File: src/rtl/seq_shift_unit.sv
// seq_shift_unit: multi-cycle shifter that loads an operand and then shifts or rotates it one bit per clock.
// A start/busy/done handshake sequences each operation; every output comes straight from a flop.
module seq_shift_unit #(
    parameter int WIDTH = 8,
    parameter int CNT_W = 4
) (
    input  logic             clk,
    input  logic             reset,
    input  logic             start,
    input  logic             dir,
    input  logic [1:0]       mode,
    input  logic [CNT_W-1:0] amount,
    input  logic [WIDTH-1:0] d,
    output logic [WIDTH-1:0] q,
    output logic             serial_out,
    output logic             busy,
    output logic             done
);
    typedef enum logic [1:0] {IDLE, SHIFT, DONE} state_t;
    state_t           state_q, state_d;
    logic [CNT_W-1:0] cnt_q, cnt_d;
    logic             dir_q, dir_d;
    logic [1:0]       mode_q, mode_d;
    logic [WIDTH-1:0] q_q, q_d;
    logic             so_q, so_d;
    logic             busy_q, busy_d;
    logic             done_q, done_d;
    logic             accept, shifting, rot, arith, fill_l, fill_r;
    logic [WIDTH-1:0] step_q;
    logic             step_so;
    always_ff @(posedge clk or posedge reset) begin
        if (reset) begin
            state_q <= IDLE;
            cnt_q   <= '0;
            dir_q   <= 1'b0;
            mode_q  <= 2'b00;
            q_q     <= '0;
            so_q    <= 1'b0;
            busy_q  <= 1'b0;
            done_q  <= 1'b0;
        end else begin
            state_q <= state_d;
            cnt_q   <= cnt_d;
            dir_q   <= dir_d;
            mode_q  <= mode_d;
            q_q     <= q_d;
            so_q    <= so_d;
            busy_q  <= busy_d;
            done_q  <= done_d;
        end
    end
    always_comb begin
        state_d = (state_q == IDLE)  ? (start ? ((amount != '0) ? SHIFT : DONE) : IDLE) :
                  (state_q == SHIFT) ? ((cnt_q == CNT_W'(1)) ? DONE : SHIFT) : IDLE;
    end
    // Mode 11 behaves as logical; arithmetic only differs from logical when shifting right.
    always_comb begin
        accept   = (state_q == IDLE) && start;
        shifting = (state_q == SHIFT);
        rot      = (mode_q == 2'b10);
        arith    = (mode_q == 2'b01);
        fill_l   = rot & q_q[WIDTH-1];
        fill_r   = rot ? q_q[0] : (arith & q_q[WIDTH-1]);
        step_q   = dir_q ? {fill_r, q_q[WIDTH-1:1]} : {q_q[WIDTH-2:0], fill_l};
        step_so  = dir_q ? q_q[0] : q_q[WIDTH-1];
        q_d      = accept ? d      : shifting ? step_q           : q_q;
        so_d     = accept ? 1'b0   : shifting ? step_so          : so_q;
        cnt_d    = accept ? amount : shifting ? cnt_q - CNT_W'(1) : cnt_q;
        dir_d    = accept ? dir    : dir_q;
        mode_d   = accept ? mode   : mode_q;
        busy_d   = (state_d == SHIFT);
        done_d   = (state_d == DONE);
    end
    assign q          = q_q;
    assign serial_out = so_q;
    assign busy       = busy_q;
    assign done       = done_q;
endmodule

File: config.mk
export PLATFORM = sky130hd
export DESIGN_NAME = seq_shift_unit
export DESIGN_NICKNAME = d
export VERILOG_FILES = /design/src/rtl/seq_shift_unit.sv
export SDC_FILE = /design/constraint.sdc
export NUM_CORES = 1
export LEC_CHECK = 0
export BUFFER_PORTS_ARGS = -buffer_cell sky130_fd_sc_hd__buf_2
export CORE_MARGIN = 5
export CORE_UTILIZATION = 51
export DETAILED_ROUTE_END_ITERATION = 8
export GPL_ROUTABILITY_DRIVEN = 0
export GPL_TIMING_DRIVEN = 0
export PLACE_DENSITY_LB_ADDON = 0.1
export SKIP_LAST_GASP = 1
export SYNTH_ARGS = -nofsm -noshare
export SYNTH_HDL_FRONTEND = slang
export SYNTH_SLANG_ARGS = --single-unit
export TNS_END_PERCENT = 5
File: constraint.sdc
create_clock -name clk -period 1.5 [get_ports clk]
set_input_delay 0.225 -clock clk [delete_from_list [all_inputs] [get_ports clk]]
set_output_delay 0.225 -clock clk [all_outputs]
set_load 0.01 [all_outputs]
==> impl_results.md <==
- Setup bufs post-CTS: 0
- Total power: approximately 0.0028 W
- Cells after synthesis: about 110
- Drt wl/cell: around 14 µm
- Core footprint: about 2000 µm²
- Chip height: 56.4 µm
- Ports: 29
- Seq pwr share: between 30% and 40%
- Placed cells: 160
- Hold Crit Class: input port to asynchronous set/reset pin
- Final antenna-violating net count: 0
- Initial Util: 54.8%
- Via density per instance: approximately 5.5
- Area grow syn2layout: 21.2%
- CTS buffer count: 3
- Cell Rows: 16
- DP Area: 1270 µm²
- Synth unique cells: 35
- Mean Syn Cell Area: around 10 µm²
- Die area: around 3200 µm²
- CP arrival: roughly 1700 ps
- Synth Net Count: 125
- Final WL: between 2 and 2.5 mm
- Outcome: complete, no violations
- GR Overflow Total: 0
- Mapped Area: around 1100 µm²
- DR vias: around 900
- Final std cells w/o fill: 164
- Final min period: 1450 ps
- FILL cells: roughly 180
- GRT Overall Usage: between 10% and 20%
- DRT Pass-1 Iters: 4
- CTS tree: done
- Clk_skew: 7.35 ps
- Switching Share: between 30% and 40%
- R2R setup slack: roughly 46 ps
- Final Setup Violations: 0
- Clock network power share: 15.7%
- NetSw: about 0.0010 W
- DP HPWL: 1.74 mm
- Max_slew headroom: 51.2%
- Port Buf Inserts: 28
- Crit path max fanout: 10
- # clock sinks: 20
- Clock root buffer: clkbuf_4
- Largest net degree at the start of global routing: 21
- Actual slew at the worst max-slew pin: between 700 and 800 ps
- Hold Fails Final Rpt: 0
- Slew Limit Fails: 0
- Fmax: around 690 MHz
- Combinational Power Share: a little under half
- DIE WIDTH: 56.4 µm
- Worst skew pair latency: roughly 300 ps
- Post-synthesis register bit count: 20
- Peak supply drop: 1.57 mV
- CTS HTree Levels: 1
- First-pass GRT wire length: ~4 mm
- Max-Cap Viols: 0
- CP required: between 1500 and 2000 ps
- DR DRC count: 0
- Post-synthesis sequential area ratio: about 46%
- Initial antenna violation count: 0
- Design area: about 1300 µm²
- Antenna diodes: 0
- Leak Pwr: between 0.6 and 0.7 nW
- Crit. End Element: flip-flop
- Synthesis warning total: 0
- CTS Buffer Depth: 2
- Nets: 158
- Vias in the first global route: 850
- Fin crit share: a little over nine tenths
- Initial DRC count: 17
- Setup TNS: 0 ps
- Setup CP Type: flip-flop to flip-flop
- Layout Utilization: between 60% and 70%
- CTS clk-pin slew, worst paths: between 100 and 150 ps
- Int Power: approximately 0.0018 W
- Power Density: between 2000 and 2500 nW/µm²
- Share of cells above drive strength 1: ~36%
- RSZ-0062 raised after global routing: no
- Startpoint types: flip-flop
final cells by class:
cell class	instances	area [µm²]	area share, %
Buffer	5	30.0	2.26
Clock buffer	3	22.5	1.69
Clock inverter	1	30.0	2.26
Inverter	6	22.5	1.69
Multi-Input combinational cell	74	549	41.3
Sequential cell	20	502	37.7
Tap cell	27	33.8	2.54
Timing Repair Buffer	28	140	10.5
synthesized netlist by cell type (all sizes together):
master   count  area share, %
and3b        1           0.80
and2b        1           0.68
dfrtp       20             46
inv          6            2.1
o22ai        2            1.1
o211ai       1           0.68
clkbuf       2           0.68
buf          3            1.9
o31a         1           0.80
nor2b        1           0.57
nor3         1           0.46
o31ai        1           0.68
nand4b       1           0.80
nand2        9            3.1
o22a         1           0.80
nand4bb      1            1.0
nand2b       2            1.1
a32oi        2            1.6
ha           2            2.3
o21ba        1           0.91
mux2i        8            7.3
a21o         1           0.68
a2bb2oi      1           0.80
nand3b       1           0.68
nor4         1           0.57
or3b         1            1.0
a21oi        5            2.3
o21bai       1           0.68
o21ai       12            5.5
and3         1           0.57
nor2         4            1.4
and4b        1           0.91
mux2         9            9.9
kinds of logic (layout without fill, tap and decap cells):
| family | after synthesis | in the layout | synth area share, % |
|---|---|---|---|
| AO/OA/AOI/OAI | 29 | 29 | 16.5 |
| adder cells (fa/ha/maj) | 2 | 2 | 2.28 |
| buffers and inverters | 11 | 43 | 4.68 |
| flip-flops | 20 | 20 | 45.6 |
| multiplexers | 17 | 17 | 17.2 |
| AND/OR/NAND/NOR | 26 | 26 | 13.7 |
layout by cell type, fill, tap and decap left out, types with 2 or more instances in the layout:
master    count
a21oi_1       5
a32oi_1       2
buf_2        30
clkbuf_4      3
dfrtp_1      19
ha_1          2
inv_1         6
mux2_2        7
mux2_4        2
mux2i_1       8
nand2_1       9
nand2b_1      2
nor2_1        4
o21ai_0      12
o22ai_1       2
per-stage QoR:
step / hold WS [ps] / worst slack (ps)
finish: 17.8 / 46.2
floorplan: 189 / 155
detailed placement: 391 / 3.20
global route: 104 / 14.6
CTS: 53.1 / 32.7
global placement: 393 / 35.0
flip-flops by register name, summed over array words and instances (netlist names):
register    cells
q               8
cnt_q           4
mode_q          2
state_q         2
busy            1
dir_q           1
done            1
serial_out      1
worst paths after layout:
path / from / end / cells after the start
min: reset / q[2] / 2
min in group clk: mode[0] / mode_q[0] / 2
min reg2reg: serial_out / serial_out / 2
max in group asynchronous: reset / state_q[1] / 2
max reg2reg: state_q[1] / mode_q[1] / 3
max: state_q[1] / mode_q[1] / 3
per-layer routing:
metal	vias up	track usage [%]	part of all wire [%]
li1	442	-	-
met1	422	23.4	49
met2	29	22.4	43
met3	2	4.82	6.8
met4	0	3.05	0.58
met5	-	0	0
repair_timing:
item,4_1_cts,5_1_grt
hold buffers,0,0
gates cloned,0,0
resized for setup,1,2
setup endpoints to repair,3,7
power by group through the flow:
| stage | Combinational (W) | Sequential (W) | Clock (W) |
|---|---|---|---|
| after floorplan | 0.000947 | 0.00104 | 0 |
| after global placement | 0.00130 | 0.00102 | 0 |
| after detailed placement | 0.00133 | 0.00103 | 0 |
| after CTS | 0.00135 | 0.00102 | 0.000447 |
| after global routing | 0.00150 | 0.00106 | 0.000479 |
| final | 0.00134 | 0.00102 | 0.000440 |
critical path: stages (launching register included):
cell and delay, ps:
dfrtp_2 470, or3b_4 410, buf_6 170, mux2_4 300
Power figures use the tool's default switching activity.
